[src/rtl/mcs_mmio_bridge.sv]
// Processor IO bus to MMIO slot bus bridge: window decode, single-cycle slot
// accesses, read-modify-write for partial writes, sticky bus error flag.
//
// state  | meaning
// IDLE   | waiting for an accepted processor request
// RD     | slot read, return data latched
// WR     | full-word slot write
// RMW_RD | slot read of the word being partially written
// RMW_WR | merged full-word slot write
// DONE   | io_ready pulse back to the processor
module mcs_mmio_bridge #(
  parameter logic [31:0] BRIDGE_BASE = 32'hC000_0000
) (
  input  logic        clk,
  input  logic        reset,
  input  logic        io_addr_strobe,
  input  logic        io_read_strobe,
  input  logic        io_write_strobe,
  input  logic [3:0]  io_byte_enable,
  input  logic [31:0] io_address,
  input  logic [31:0] io_write_data,
  output logic [31:0] io_read_data,
  output logic        io_ready,
  output logic        mmio_cs,
  output logic        mmio_wr,
  output logic        mmio_rd,
  output logic [20:0] mmio_addr,
  output logic [31:0] mmio_wr_data,
  input  logic [31:0] mmio_rd_data,
  input  logic        err_clr,
  output logic        bus_err
);

  localparam logic [2:0] S_IDLE   = 3'd0;
  localparam logic [2:0] S_RD     = 3'd1;
  localparam logic [2:0] S_WR     = 3'd2;
  localparam logic [2:0] S_RMW_RD = 3'd3;
  localparam logic [2:0] S_RMW_WR = 3'd4;
  localparam logic [2:0] S_DONE   = 3'd5;

  logic [2:0]  state_q, state_d;
  logic [20:0] addr_q, addr_d;
  logic [3:0]  be_q, be_d;
  logic [31:0] wdata_q, wdata_d;
  logic [31:0] wr_data_q, wr_data_d;
  logic [31:0] rdata_q, rdata_d;
  logic        err_q, err_d;
  logic        cs_q, cs_d;
  logic        rd_q, rd_d;
  logic        wr_q, wr_d;
  logic        ready_q, ready_d;

  logic req_rd, req_wr, req_both, in_win;
  logic unused_addr_lsb;

  assign req_rd   = io_addr_strobe & io_read_strobe & ~io_write_strobe;
  assign req_wr   = io_addr_strobe & io_write_strobe & ~io_read_strobe;
  assign req_both = io_addr_strobe & io_read_strobe & io_write_strobe;
  assign in_win   = (io_address[31:23] == BRIDGE_BASE[31:23]);
  assign unused_addr_lsb = ^io_address[1:0];

  always_comb begin
    state_d   = state_q;
    addr_d    = addr_q;
    be_d      = be_q;
    wdata_d   = wdata_q;
    wr_data_d = wr_data_q;
    rdata_d   = rdata_q;
    err_d     = err_clr ? 1'b0 : err_q;

    case (state_q)
      S_IDLE: begin
        if (req_both) begin
          state_d = S_DONE;
          err_d   = 1'b1;
        end else if (req_rd || req_wr) begin
          addr_d  = io_address[22:2];
          be_d    = io_byte_enable;
          wdata_d = io_write_data;
          if (!in_win) begin
            state_d = S_DONE;
            err_d   = 1'b1;
            if (req_rd) rdata_d = 32'h0;
          end else if (req_rd) begin
            state_d = S_RD;
          end else if (io_byte_enable == 4'b1111) begin
            state_d   = S_WR;
            wr_data_d = io_write_data;
          end else if (io_byte_enable == 4'b0000) begin
            state_d = S_DONE;
          end else begin
            state_d = S_RMW_RD;
          end
        end
      end
      S_RD: begin
        rdata_d = mmio_rd_data;
        state_d = S_DONE;
      end
      S_WR:     state_d = S_DONE;
      S_RMW_RD: begin
        // merge happens here so the write cycle only replays a register
        for (int k = 0; k < 4; k++)
          wr_data_d[8*k +: 8] = be_q[k] ? wdata_q[8*k +: 8] : mmio_rd_data[8*k +: 8];
        state_d = S_RMW_WR;
      end
      S_RMW_WR: state_d = S_DONE;
      S_DONE:   state_d = S_IDLE;
      default:  state_d = S_IDLE;
    endcase

    cs_d    = (state_d == S_RD) || (state_d == S_WR) ||
              (state_d == S_RMW_RD) || (state_d == S_RMW_WR);
    rd_d    = (state_d == S_RD) || (state_d == S_RMW_RD);
    wr_d    = (state_d == S_WR) || (state_d == S_RMW_WR);
    ready_d = (state_d == S_DONE);
  end

  always_ff @(posedge clk or posedge reset) begin
    if (reset) begin
      state_q   <= S_IDLE;
      addr_q    <= '0;
      be_q      <= '0;
      wdata_q   <= '0;
      wr_data_q <= '0;
      rdata_q   <= '0;
      err_q     <= 1'b0;
      cs_q      <= 1'b0;
      rd_q      <= 1'b0;
      wr_q      <= 1'b0;
      ready_q   <= 1'b0;
    end else begin
      state_q   <= state_d;
      addr_q    <= addr_d;
      be_q      <= be_d;
      wdata_q   <= wdata_d;
      wr_data_q <= wr_data_d;
      rdata_q   <= rdata_d;
      err_q     <= err_d;
      cs_q      <= cs_d;
      rd_q      <= rd_d;
      wr_q      <= wr_d;
      ready_q   <= ready_d;
    end
  end

  assign io_read_data = rdata_q;
  assign io_ready     = ready_q;
  assign mmio_cs      = cs_q;
  assign mmio_rd      = rd_q;
  assign mmio_wr      = wr_q;
  assign mmio_addr    = addr_q;
  assign mmio_wr_data = wr_data_q;
  assign bus_err      = err_q;

endmodule

[config.mk]
export PLATFORM = sky130hd
export DESIGN_NAME = mcs_mmio_bridge
export DESIGN_NICKNAME = d
export VERILOG_FILES = /design/src/rtl/mcs_mmio_bridge.sv
export SDC_FILE = /design/constraint.sdc
export NUM_CORES = 1
export LEC_CHECK = 0
export BUFFER_PORTS_ARGS = -buffer_cell sky130_fd_sc_hd__buf_2
export CORE_MARGIN = 3
export CORE_UTILIZATION = 50
export DETAILED_ROUTE_END_ITERATION = 6
export GPL_TIMING_DRIVEN = 0
export HOLD_SLACK_MARGIN = 0.05
export PLACE_DENSITY_LB_ADDON = 0.1
export REMOVE_ABC_BUFFERS = 1
export SLEW_MARGIN = 20
export SYNTH_ARGS = -nofsm -noshare
export SYNTH_HDL_FRONTEND = slang
export SYNTH_SLANG_ARGS = --single-unit
[constraint.sdc]
create_clock -name clk -period 4.6 [get_ports clk]
set_clock_uncertainty 0.1 [all_clocks]
set_input_delay 0.46 -clock clk [delete_from_list [all_inputs] [get_ports clk]]
set_output_delay 0.46 -clock clk [all_outputs]
set_load 0.01 [all_outputs]
==> flow_summary.ini <==
[sta]
post-route-period-util_pct = 51.7
max_slew.worst_pin.slew_ns = 0.789
fmaxAchievable_mhz = 420
fin_tns_setup_ns = 0
rsz0062_at_grt = no
hold_viol = 0
setup_viol = 0
slew_viol_final = 0
slew_headroom_pct = 47.2
min_period_ns = 2.38

[yosys]
ys.flop_type = dfrtp_1
synth_async_sr_flop_share_pct = 100
ys_ff_latch = 129
synthTopCellsByArea = dfrtp_1 57%, mux2_2 11%, mux2i_1 11%, a22o_1 5.0%, a21oi_1 3.1%
synth_edf_count = 0
synth_most_common_cell = dfrtp_1
syn_inst = 446
yosys_warnings = 0
ys_types = 36
netlist_area_um2 = 5620
ys_seq_area_share_pct = 57.4
syn_area_per_cell_um2 = 12.6
synth_top_area_share_pct = 57.4
synthTopCellsByCount = 129 x dfrtp_1, 64 x mux2i_1, 57 x mux2_2
synth_top_cell_by_area = dfrtp_1

[floorplanning]
rows = 38
core_um2 = 10900
dieArea_um2 = 12600
boundaryPins = 196
dieHeight_um = 112
start_util_pct = 51.4
die_x_um = 112

[clocking]
cts_made_buffers = 17
cts_buffer_depth = 2
htree_levels = 4
clock_sinks = 129
clk_pin_slew_ns = 0.05
cts-root-buf = clkbuf_16
post_cts_buffers = 0
cts_tree = built
insertion_delay_ns = 0.41

[routing]
routedWlPerCell_um = 17.4
routed-via-count = 4197
drt-initial-drc-count = 200
ant_nets = 0
drcViolationCount = 0
firstDrtPassIters = 4
wl_mm = 13.8
vias_per_cell = 5.28

[layout]
layout.nets = 749
area_growth_pct = 32.5
drive_gt1_share_pct = 45.0
fillers = 825
finalNonFillerCells = 795
final_core_util_pct = 68.1
diodes = 0

[power_and_ir_drop]
p_total_mw = 5.03
p_leak_nw = 3.74
swShare_pct = 32.0
power_frac_clock_pct = 26.2
combPwrFrac_pct = 33.2
peakVddDrop_v = 0.000331
power_density_nw_per_um2 = 676
p_sw_mw = 1.61
seqPwrFrac_pct = 40.6
p_int_mw = 3.42

[place]
hpwl_mm = 9.53
portBuffers = 193
dp.cells = 763
place.gp.congestion = 0.821

[worst_setup_path]
crit_path_end_kind = register
cp-start-kind = register
critPathMaxFanout = 16
crit_required_ns = 4.82
crit_type = register to register
path_cells = nand3b_1 > buf_6 > a22oi_4 > buf_16 > mux2i_1
slowest_stage = nand3b_1
reg2reg_depth = 5
crit_path_max_incr_delay_ns = 0.58
cp.arrival_ns = 2.60

[grt]
grt_pass1_vias = 4478
grt_max_degree = 83
grt_pass1_wl_mm = 22.6
grt_usage_pct = 22.8
antenna_found_initial = 0
grt_overflow = 0

[hold_path]
hold_path_class = input port to register
holdPathStages = 2

[run]
drv_cap = 0

[outcome]
status = finished clean
[worst max-delay path: cells and delay by family, from the launching register on]
family / cells / cell delay [ns]
simple gates: 1 / 0.58
buf+inv: 2 / 0.58
compound gates: 1 / 0.32
flops: 1 / 0.48
mux: 1 / 0.22
[final cells by class]
| type | count | area (um2) | area share (%) |
|---|---|---|---|
| flip-flops and latches | 129 | 3230 | 43.3 |
| multi-input cells | 255 | 2150 | 28.8 |
| repair buffers | 205 | 1180 | 15.8 |
| clock buffers | 26 | 509 | 6.84 |
| well taps | 140 | 175 | 2.35 |
| inverters | 35 | 139 | 1.86 |
| clock inverters | 5 | 75.1 | 1.01 |
[power by group through the flow]
stage,combinational (mW),sequential [mW],clock (mW)
6_report,1.67,2.04,1.32
4_1_cts,1.70,2.04,1.34
2_1_floorplan,0.798,2.18,0
5_1_grt,1.82,2.12,1.39
3_3_place_gp,1.58,2.02,0
3_5_place_dp,1.68,2.05,0
[placed cells by master (no fill, tap or decap), drive strengths merged, types with 2 or more instances in the layout]
| cell type | instances |
|---|---|
| mux2i | 64 |
| inv | 35 |
| nand4 | 2 |
| nor4 | 2 |
| buf | 204 |
| and2 | 2 |
| or4 | 2 |
| a21oi | 35 |
| a22o | 32 |
| nor2 | 34 |
| mux2 | 57 |
| nor3 | 3 |
| clkinv | 3 |
| dfrtp | 129 |
| nand2 | 4 |
| clkbuf | 26 |
| bufinv | 2 |
| maj3 | 2 |
[path summary, 6_finish.rpt]
kind | start | endpoint | slack [ns]
setup / recovery | state_q[2]$_DFF_PP0_ | mmio_wr_data[8]$_DFFE_PP0P_ | 2.22
hold / removal | io_address[14] | mmio_addr[12]$_DFFE_PP0P_ | 0.18
setup reg to reg | state_q[2]$_DFF_PP0_ | mmio_wr_data[8]$_DFFE_PP0P_ | 2.22
hold reg to reg | io_read_data[23]$_DFFE_PP0P_ | io_read_data[23]$_DFFE_PP0P_ | 0.39
max in group asynchronous | reset | wdata_q[25]$_DFFE_PP0P_ | 3.19
min in group asynchronous | reset | mmio_addr[13]$_DFFE_PP0P_ | 0.50
[state kept, by name, summed over array words and instances, names as in the netlist]
signal / flops
state_q: 3
bus_err: 1
be_q: 4
io_read_data: 32
io_ready: 1
mmio_cs: 1
mmio_rd: 1
wdata_q: 32
mmio_wr: 1
mmio_addr: 21
mmio_wr_data: 32
[cell families (layout without fill, tap and decap cells)]
logic type | after synthesis | after routing | share of synthesized area, %
adders and majority gates | 2 | 2 | 0.356
muxes | 121 | 121 | 22.8
xor gates and xnor gates | 1 | 1 | 0.156
AOI/OAI and AO/OA | 76 | 76 | 9.57
buffers and inverters | 62 | 271 | 4.92
DFF | 129 | 129 | 57.4
and+or+nand+nor | 55 | 55 | 4.78
[repair_timing]
action / CTS / global route
endpoints found under the hold margin: 47 / 0
resized for setup: 0 / 0
setup endpoints to repair: 0 / 0
hold buffers: 1 / 0
[routing by layer]
metal,part of all wire (%),vias to the layer above,global-route usage [%]
li1,-,1963,-
met1,42,2082,28.4
met2,50,141,38.2
met3,7.1,11,7.01
met4,1.0,0,7.85
met5,0,-,0
[through the flow]
step / worst slack (ns) / hold WS (ns) / instance area (um2)
CTS: 2.20 / 0.161 / 7450
finish: 2.22 / 0.180 / 7450
global placement: -3.15 / 0.376 / 6620
floorplan: 0.599 / 0.379 / 5480
detailed placement: 2.23 / 0.377 / 6860
global route: 2.03 / 0.165 / 7450
No activity file was read; power rests on OpenSTA's default activity.
